`config.mk`:
```
export PLATFORM = sky130hd
export DESIGN_NAME = fpu_sub_sequencer
export DESIGN_NICKNAME = d
export VERILOG_FILES = /design/src/rtl/fpu_sub_sequencer.sv
export SDC_FILE = /design/constraint.sdc
export NUM_CORES = 1
export LEC_CHECK = 0
export CAP_MARGIN = 0
export CORE_AREA = 5 5 171 156
export DETAILED_ROUTE_END_ITERATION = 7
export DIE_AREA = 0 0 176 161
export PLACE_DENSITY = 0.87
export SYNTH_ARGS = -nofsm -noshare
export SYNTH_HDL_FRONTEND = slang
export SYNTH_SLANG_ARGS = --single-unit
export TNS_END_PERCENT = 50
```
`constraint.sdc`:
```
create_clock -name clk -period 3.9 [get_ports clk]
set_input_delay 0.78 -clock clk [delete_from_list [all_inputs] [get_ports clk]]
set_output_delay 0.78 -clock clk [all_outputs]
set_load 0.03 [all_outputs]
```
`src/rtl/fpu_sub_sequencer.sv`:
```
// Operand FIFO, single-issue sequencer and result holder around the fp_subtract core.
// One operation is in flight at a time; its result is held on a valid/ready channel.
module fpu_sub_sequencer #(
    parameter int unsigned FIFO_DEPTH = 4,
    parameter int unsigned LATENCY    = 4
) (
    input  logic                                 clk,
    input  logic                                 rst,
    input  logic                                 in_valid,
    output logic                                 in_ready,
    input  logic [31:0]                          in_a,
    input  logic [31:0]                          in_b,
    output logic [31:0]                          core_a,
    output logic [31:0]                          core_b,
    output logic                                 core_valid,
    input  logic [31:0]                          core_diff,
    input  logic                                 core_error,
    output logic                                 out_valid,
    input  logic                                 out_ready,
    output logic [31:0]                          out_diff,
    output logic                                 out_error,
    output logic                                 busy,
    output logic [$clog2(FIFO_DEPTH+1)-1:0]      count,
    output logic [7:0]                           err_cnt
);

    localparam int unsigned PW = $clog2(FIFO_DEPTH);
    localparam int unsigned CW = $clog2(FIFO_DEPTH + 1);
    localparam int unsigned WW = (LATENCY > 1) ? $clog2(LATENCY) : 1;
    localparam logic [CW-1:0] DEPTH_C = CW'(FIFO_DEPTH);

    typedef enum logic [1:0] {
        IDLE  = 2'd0,
        ISSUE = 2'd1,
        WAIT  = 2'd2,
        HOLD  = 2'd3
    } state_t;

    state_t         state;
    state_t         state_next;
    logic [PW-1:0]  wr_ptr;
    logic [PW-1:0]  rd_ptr;
    logic [WW-1:0]  wcnt;
    logic [63:0]    mem [FIFO_DEPTH];
    logic           push;
    logic           pop;
    logic           capture;
    logic           wcnt_load;
    logic           wcnt_dec;

    // Admission depends on occupancy only, so a pop never frees a slot in its own cycle.
    assign in_ready = rst && (count < DEPTH_C);
    assign push     = in_valid && in_ready;

    always_ff @(posedge clk or negedge rst) begin
        if (!rst) begin
            state <= IDLE;
        end else begin
            state <= state_next;
        end
    end

    always_comb begin
        state_next = state;
        case (state)
            IDLE:  if (count != CW'(0)) state_next = ISSUE;
            ISSUE: state_next = WAIT;
            WAIT:  if (wcnt == WW'(0)) state_next = HOLD;
            HOLD: begin
                if (out_ready) begin
                    state_next = (count != CW'(0)) ? ISSUE : IDLE;
                end
            end
            default: state_next = IDLE;
        endcase
    end

    always_comb begin
        pop       = 1'b0;
        capture   = 1'b0;
        wcnt_load = 1'b0;
        wcnt_dec  = 1'b0;
        case (state)
            IDLE:  pop = (count != CW'(0));
            ISSUE: wcnt_load = 1'b1;
            WAIT: begin
                capture  = (wcnt == WW'(0));
                wcnt_dec = (wcnt != WW'(0));
            end
            HOLD:  pop = out_ready && (count != CW'(0));
            default: ;
        endcase
    end

    // Storage array carries no reset; validity is tracked by the pointers and count.
    always_ff @(posedge clk) begin
        if (push) begin
            mem[wr_ptr] <= {in_a, in_b};
        end
    end

    always_ff @(posedge clk or negedge rst) begin
        if (!rst) begin
            wr_ptr     <= '0;
            rd_ptr     <= '0;
            count      <= '0;
            wcnt       <= '0;
            core_a     <= '0;
            core_b     <= '0;
            core_valid <= 1'b0;
            out_valid  <= 1'b0;
            busy       <= 1'b0;
            out_diff   <= '0;
            out_error  <= 1'b0;
            err_cnt    <= '0;
        end else begin
            if (push) begin
                wr_ptr <= wr_ptr + PW'(1);
            end
            if (pop) begin
                rd_ptr <= rd_ptr + PW'(1);
                {core_a, core_b} <= mem[rd_ptr];
            end
            count <= count + CW'(push) - CW'(pop);
            if (wcnt_load) begin
                wcnt <= WW'(LATENCY - 1);
            end else if (wcnt_dec) begin
                wcnt <= wcnt - WW'(1);
            end
            if (capture) begin
                out_diff  <= core_diff;
                out_error <= core_error;
                if (core_error && (err_cnt != 8'hFF)) begin
                    err_cnt <= err_cnt + 8'd1;
                end
            end
            core_valid <= (state_next == ISSUE);
            out_valid  <= (state_next == HOLD);
            busy       <= (state_next != IDLE);
        end
    end

endmodule

```
# == Yosys cells after proc, flatten, opt, wreduce, memory -nomap -nowiden ==
# Memory sizes are Yosys's and may differ from the RTL's. A register that Yosys moved wholly into a read port is not among the register bits.
# Cells that the tools add are included.
# word_totals
output_inout_bits,112
mem_bits_rw,256
in_bits,101
ff_bits,55
n_memories,1
elab_cells,50
# op_classes
n_lt_le_gt_ge,1
add_sub_neg,6
reduce_logical,12
muxes,13
eq_ne,6
# mem_list
name,depth,word_bits,rd,rd_clocked_by_memory_dff,write_ports,line,source
mem,4,64,1,1,1,44,logic [63:0] mem [FIFO_DEPTH];
# ops
operator,n
$mux 2,5
$add 8x1->8 const B,1
$ne 8x8->1 const B,1
$pmux 2 s4,1
$eq 2x2->1 const B,3
$mux 1,6
$reduce_bool 2->1,3
$add 2x1->2 const B,2
$eq 2x1->1 const B,2
$logic_and 1x1->1,4
$logic_not 2->1,2
$add 3x1->3,1
$lt 3x3->1 const B,1
$reduce_bool 3->1,1
$sub 3x1->3,1
$pmux 1 s2,1
$reduce_and 2->1,1
$sub 2x1->2 const B,1
$logic_not 1->1,1

# == Logic depth before layout (Yosys ltp) ==
# Gate-level depths: netlist of run 1.
# depth
word_depth,5
depth_mapped,13
ltp_nobuf,11

# == Worst setup path before layout of run 1 ==
# Ideal clock, no wire load.
# synth_path
path_kind,input-to-reg
start,input rst
end,memory mem[0][0] (enable)
required_ns,3.471
n_path_buf,0
t_arrival_ns,3.024
path_slack_ns,0.447
setup_ns,0.429
stages,2
cell_sequence,nor2b_1 -> and3_1
# synth_via
elab_chain_cells,4
# synth_lines
item,line,source
from (decl),8,"input logic rst,"
$logic_and 1x1->1,52,assign in_ready = rst && (count < DEPTH_C);
$logic_and 1x1->1,53,assign push = in_valid && in_ready;
$mux 1,97,if (push) begin
$mux 1 (not written as such),98,"mem[wr_ptr] <= {in_a, in_b};"
to (decl),44,
# Every way passes these cells.

# == Worst setup path after layout of run 1 ==
# layout_path
start,input rst
end,output in_ready
# layout_via
elab_chain_cells,1
# layout_lines
item,line,source
$logic_and 1x1->1,52,
to (decl),10,"output logic in_ready,"
# Every way passes these cells.

==> summary.md, run 1 <==
| Metric | Value |
|---|---|
| Outcome | finished, final reports clean |
| H-tree depth | 2 |
| Layout cells sized above 1 | 26.4% |
| Power density over cell area | 808 mW/mm² |
| Worst Path Max Fanout | 21 |
| Vias | 7033 |
| I/O Buffers | 212 |
| Post-cts resize count | 0 |
| Vias/cell | 5.65 |
| Hold-fix buffer count after cts | 0 |
| DR iter-0 viols | 566 |
| Starting density of the core | 56.8% |
| Most frequent cells in the layout | edfxtp_1 (256), clkdlybuf4s50_1 (211), dfrtp_1 (117) |
| Clk_lat worst skew | 520 ps |
| Final Hold Fails | 0 |
| First-pass GRT wire length | 44300 µm |
| Number of setup violations in the final report | 0 |
| Placed Cells | 1174 |
| TritonCTS clock tree | yes |
| Post-route DRC violation count | 0 |
| Yosys reg bits | 375 |
| CTS clock-pin slew for the worst setup and hold paths | 60 ps |
| CP Capture Type | output pin |
| WL/cell | 22.5 µm |
| RSZ-0062 raised after global routing | false |
| Die width | 176 µm |
| Register area share after synthesis | 75.8% |
| Switching share of power | 31.9% |
| Startpoint Class | input port |
| Site Rows | 55 |
| Max clock buf depth | 3 |
| Slew at the pin closest to its max-slew limit | 1000 ps |
| Antenna Nets Post-Route | 0 |
| CTS sink cnt | 375 |
| Part of the cycle the worst path needs | 76.5% |
| Core area | 0.0248 mm² |
| Sequential power share | 39.9% |
| Final Util | 72.3% |
| Overflow after GRT | 0 |
| Fin nets | 1016 |
| Area growth syn-to-layout | 27.2% |
| Die height | 161 µm |
| Fmax | 335 MHz |
| Hold slack | 152 ps |
| Largest net degree at the start of global routing | 67 |
| Max-Cap Viols | 0 |
| TritonRoute pass-1 iters | 5 |
| Max Slew Vio Count | 0 |
| Tot GR Track Use | 20.2% |
| Synth top area cells | edfxtp_1 (55%), dfrtp_1 (21%), mux4_2 (10%) |
| YS warnings | 0 |
| Layout filler cell count | 1453 |
| P_int | 9.85 mW |
| Peak supply drop | 0.621 mV |
| Post-CTS Setup Repair Bufs | 0 |
| Required time of the critical path | 3120 ps |
| Slew HR | 33.3% |
| CTS Buf Count | 38 |
| Area leader, netlist | edfxtp_1 |
| Commonest non-fill, non-tap cell in the layout | edfxtp_1 |
| Post-layout min period | 2980 ps |
| WS Path Type | input port to output pin |
| Hold crit path type | input port to async pin |
| Clock Skew | 19.2 ps |
| Vias in the first global route | 7683 |
| Part of the power in the clock network | 25.7% |
| WP data arrival | 2200 ps |
| Root buf cell | clkbuf_16 |
| Ant. Diodes | 0 |
| Final HPWL DP | 17200 µm |
| Mapped Cells | 665 |
| Routed wire length | 28000 µm |
| RD Place Congestion | 0.811 |
| Setup TNS Final | 0 ps |
| Comb power frac | 34.4% |
| Syn Area/Cell | 21.2 µm² |
| IO Pins | 213 |
| DIE AREA | 0.0283 mm² |
| Post-route non-filler standard cell count | 1244 |
| Post-Syn Area | 0.0141 mm² |
| Post-synth top area share | 54.6% |
| Syn nets | 780 |
| Initial antenna violation count | 2 |
| Sw power | 4.61 mW |
| Distinct cells, synth | 34 |
| Pleak | 6.39 nW |
## layout make-up
cell class	count	area (µm²)	area share (%)
timing repair buffer	221	2250	12.6
clock inverter	25	280	1.57
tap	313	392	2.19
sequential	375	10700	59.6
inverter	10	37.5	0.210
multi-input combinational	255	3240	18.1
clock buffer	45	1040	5.80
## synthesized netlist by cell type
| master | instances |
|---|---|
| a211o_1 | 1 |
| fa_1 | 1 |
| buf_4 | 3 |
| nand4_1 | 3 |
| clkbuf_1 | 3 |
| inv_1 | 10 |
| nor3_1 | 2 |
| nor2_1 | 8 |
| nor3_4 | 1 |
| nand3_1 | 3 |
| mux2i_1 | 2 |
| mux4_2 | 64 |
| a21oi_1 | 6 |
| edfxtp_1 | 256 |
| ha_1 | 13 |
| o2bb2ai_1 | 1 |
| dfrtp_1 | 119 |
| buf_2 | 10 |
| a221o_1 | 1 |
| xor2_1 | 1 |
| a21o_1 | 2 |
| buf_6 | 6 |
| nand2b_1 | 4 |
| and3_1 | 5 |
| buf_1 | 3 |
| a22o_1 | 1 |
| mux2_2 | 100 |
| o21ai_0 | 8 |
| nor2b_1 | 5 |
| nand3b_1 | 1 |
| nor3_2 | 1 |
| and2_1 | 2 |
| nand2_1 | 13 |
| xnor2_1 | 6 |
## metal layers
metal | vias up | routed length (µm) | GRT usage (%)
met5 | - | 21 | 0
met4 | 4 | 568 | 4.68
met3 | 53 | 2210 | 5.08
met2 | 290 | 13900 | 34.2
met1 | 3587 | 11200 | 26.9
li1 | 3099 | - | -
## kinds of logic (layout without fill, tap and decap cells)
logic type / after synthesis / after routing / share of synthesized area, %
compound gates: 20 / 20 / 0.862
simple gates: 48 / 48 / 1.82
mux: 166 / 166 / 18.4
fa+ha+maj: 14 / 14 / 1.30
buf+inv: 35 / 301 / 1.42
xor+xnor: 7 / 7 / 0.436
flops: 375 / 375 / 75.8
## flip-flops by register name, indices dropped and copies added, names as in the netlist
register,cells
count,3
mem,256
core_valid,1
busy,1
core_b,32
core_a,32
out_error,1
rd_ptr,2
wr_ptr,2
state,2
wcnt,2
err_cnt,8
out_diff,32
out_valid,1
## path summary, 6_finish.rpt
kind | startpoint | endpoint | slack (ps) | depth (start not counted)
max in group asynchronous | rst | rd_ptr[1] | 2680 | 2
min in group clk | wcnt[1] | wcnt[1] | 490 | 1
min reg2reg | wcnt[1] | wcnt[1] | 490 | 1
max reg2reg | state[0] | core_b[30] | 1360 | 5
max | rst | in_ready | 920 | 3
min | rst | out_diff[17] | 150 | 1
## critical path, cell delays in order
cell and delay, ps:
buf_4 260, nor2b_1 390, clkdlybuf4s50_1 760
## power by group through the flow
| stage | clock network [mW] | logic [mW] | registers (mW) |
|---|---|---|---|
| final | 3.72 | 4.97 | 5.78 |
| after global placement | 0 | 4.86 | 5.85 |
| after global routing | 3.99 | 5.28 | 5.90 |
| after CTS | 3.80 | 5.05 | 5.80 |
| after floorplan | 0 | 2.34 | 6.61 |
| after detailed placement | 0 | 5.02 | 5.86 |
## stage by stage
step	power (mW)	instance area (µm²)	worst slack (ps)
2_1_floorplan	8.95	14100	447
3_3_place_gp	10.7	16600	880
3_5_place_dp	10.9	16600	799
4_1_cts	14.7	17900	901
5_1_grt	15.2	17900	779
6_report	14.5	17900	917
(Power assumes the default switching activity.)
==> inputs of run 2 (changes only) <==
--- a/config.mk
+++ b/config.mk
@@ -6,10 +6,10 @@
 export NUM_CORES = 1
 export LEC_CHECK = 0
 export CAP_MARGIN = 0
-export CORE_AREA = 5 5 171 156
+export CORE_AREA = 5 5 185 169
 export DETAILED_ROUTE_END_ITERATION = 7
-export DIE_AREA = 0 0 176 161
-export PLACE_DENSITY = 0.87
+export DIE_AREA = 0 0 190 174
+export PLACE_DENSITY = 0.79
 export SYNTH_ARGS = -nofsm -noshare
 export SYNTH_HDL_FRONTEND = slang
 export SYNTH_SLANG_ARGS = --single-unit
==> constraint.sdc (replaced) <==
create_clock -name clk -period 2.42 [get_ports clk]
set_input_delay 0.484 -clock clk [delete_from_list [all_inputs] [get_ports clk]]
set_output_delay 0.484 -clock clk [all_outputs]
set_load 0.03 [all_outputs]
==> summary.md, run 2 (synthesis gave the netlist of run 1 again) <==
| Metric | Value |
|---|---|
| Area growth syn-to-layout | 29.9% |
| I/O Buffers | 212 (unchanged) |
| Commonest non-fill, non-tap cell in the layout | edfxtp_1 |
| Hold-fix buffer count after cts | 0 (unchanged) |
| Slew at the pin closest to its max-slew limit | 790 ps (-211 ps) |
| Core area | 0.0294 mm² (+18%) |
| Die height | 174 µm (+8.1%) |
| Layout filler cell count | 2053 (+41%) |
| CTS clock-pin slew for the worst setup and hold paths | 60 ps (about the same) |
| Starting density of the core | 47.9% (-8.9 points) |
| Max FFs per register | 256 (unchanged) |
| RD Place Congestion | 0.768 (-5.3%) |
| Ant. Diodes | 0 (unchanged) |
| Clk_lat worst skew | 520 ps (about the same) |
| Max Slew Vio Count | 0 (unchanged) |
| Site Rows | 60 (+9.1%) |
| Vias | 7031 (-0.028%) |
| Post-layout min period | 2260 ps |
| Fin nets | 1035 (+1.9%) |
| TritonCTS clock tree | yes |
| Vias/cell | 5.19 (-8.2%) |
| Max-Cap Viols | 0 (unchanged) |
| Part of the cycle the worst path needs | 93.5% |
| Power density over cell area | 1280 mW/mm² (+58%) |
| Overflow after GRT | 0 (unchanged) |
| Clock Skew | 11.9 ps (-7.29 ps) |
| Placed cell area | 0.0170 mm² (+2.5%) |
| Hold crit path type | input port to async pin |
| WP data arrival | 2700 ps (+500 ps) |
| Setup TNS Final | 0 ps (unchanged) |
| Layout cells sized above 1 | 28.2% (+1.8 points) |
| Final HPWL DP | 17400 µm (+1.3%) |
| Routed wire length | 28400 µm (+1.5%) |
| Slew HR | 47.4% (+14 points) |
| Tot GR Track Use | 17.3% (-2.9 points) |
| WL/cell | 21.0 µm (-6.8%) |
| Die width | 190 µm (+8.0%) |
| IO Pins | 213 (unchanged) |
| Initial antenna violation count | 1 (-1) |
| CTS Buf Count | 39 (+2.6%) |
| Root buf cell | clkbuf_16 |
| DR iter-0 viols | 464 (-18%) |
| TritonRoute pass-1 iters | 4 (-1) |
| WS Path Type | flip-flop to flip-flop |
| RSZ-0062 raised after global routing | false |
| First-pass GRT wire length | 44500 µm (+0.45%) |
| Number of setup violations in the final report | 0 (unchanged) |
| Startpoint Class | flip-flop |
| CTS sink cnt | 375 (unchanged) |
| Most frequent cells in the layout | edfxtp_1 (256), clkdlybuf4s50_1 (210), dfrtp_1 (114) |
| Vias in the first global route | 7603 (-1.0%) |
| Pleak | 6.50 nW (+1.7%) |
| Post-layout instance area | 0.0183 mm² (+2.1%) |
| DIE AREA | 0.0331 mm² (+17%) |
| Fmax | 442 MHz |
| Max clock buf depth | 3 (unchanged) |
| Required time of the critical path | 2860 ps (-260 ps) |
| H-tree depth | 2 (unchanged) |
| Post-cts resize count | 0 (unchanged) |
| Final Hold Fails | 0 (unchanged) |
| Worst Path Max Fanout | 8 (-62%) |
| Total power | 23.4 mW (+62%) |
| CP Capture Type | flip-flop |
| Antenna Nets Post-Route | 0 (unchanged) |
| Peak supply drop | 0.939 mV (+51%) |
| Largest Register | mem |
| Outcome | finished, final reports clean |
| Largest net degree at the start of global routing | 120 (+79%) |
| Post-CTS Setup Repair Bufs | 0 (unchanged) |
| Post-route DRC violation count | 0 (unchanged) |
run 2: cell types whose count changed in the layout (fill, tap and decap cells not counted), moves of 3 or more:
cell / change
buf_12: +11
buf_4: +7
dfrtp_1: -3
clkinv_2: -3
dfrtp_2: +3
clkbuf_1: +7
run 2: area by class of cell:
class | instances | area [µm²] | area share, %
flip-flops and latches | 375 | 10700 | 58.4
multi-input cells | 255 | 3260 | 17.8
repair buffers | 239 | 2520 | 13.8
clock buffers | 54 | 1100 | 6.04
well taps | 403 | 504 | 2.76
clock inverters | 18 | 180 | 0.985
inverters | 10 | 37.5 | 0.205
run 2: routing by layer:
metal | wire length (µm) | GRT usage [%]
met1 | 12100 | 24.0
met2 | 13600 | 27.9
met3 | 2120 | 4.82
met4 | 462 | 3.62
met5 | 13 | 0
run 2: path summary, 6_finish.rpt:
kind	start	end	slack, ps	cells past startpoint
setup / recovery	state[0]	count[2]	160	11
hold / removal	rst	core_b[29]	30	2
setup reg to reg	state[0]	count[2]	160	11
hold reg to reg	out_error	out_error	490	1
max in group asynchronous	rst	rd_ptr[1]	1670	2
min in group clk	out_error	out_error	490	1
run 2: stage by stage:
stage,std cells,utilization (%),setup slack [ps],hold slack (ps)
3_3_place_gp,1282,57.9,-66.7,460
6_report,1354,62.3,156,31.2
3_5_place_dp,1282,57.9,-96.5,478
5_1_grt,1354,62.3,24.3,83.6
4_1_cts,1354,62.3,125,136
2_1_floorplan,665,-,0.635,188
run 2: where the power goes:
group          total (mW)  switching, mW  internal (mW)
combinational        8.39           4.18           4.21
clock                5.89           2.37           3.52
sequential           9.13          0.905           8.22
total                23.4           7.45           16.0
run 2: critical path, cell delays in order (launching register included):
cell and delay (ps):
dfrtp_2 450, inv_2 80, ha_1 190, a21oi_1 220, nor3_4 80, ha_1 270, inv_1 60, ha_1 130
inv_1 50, fa_2 330, xnor2_1 190, xnor2_1 140
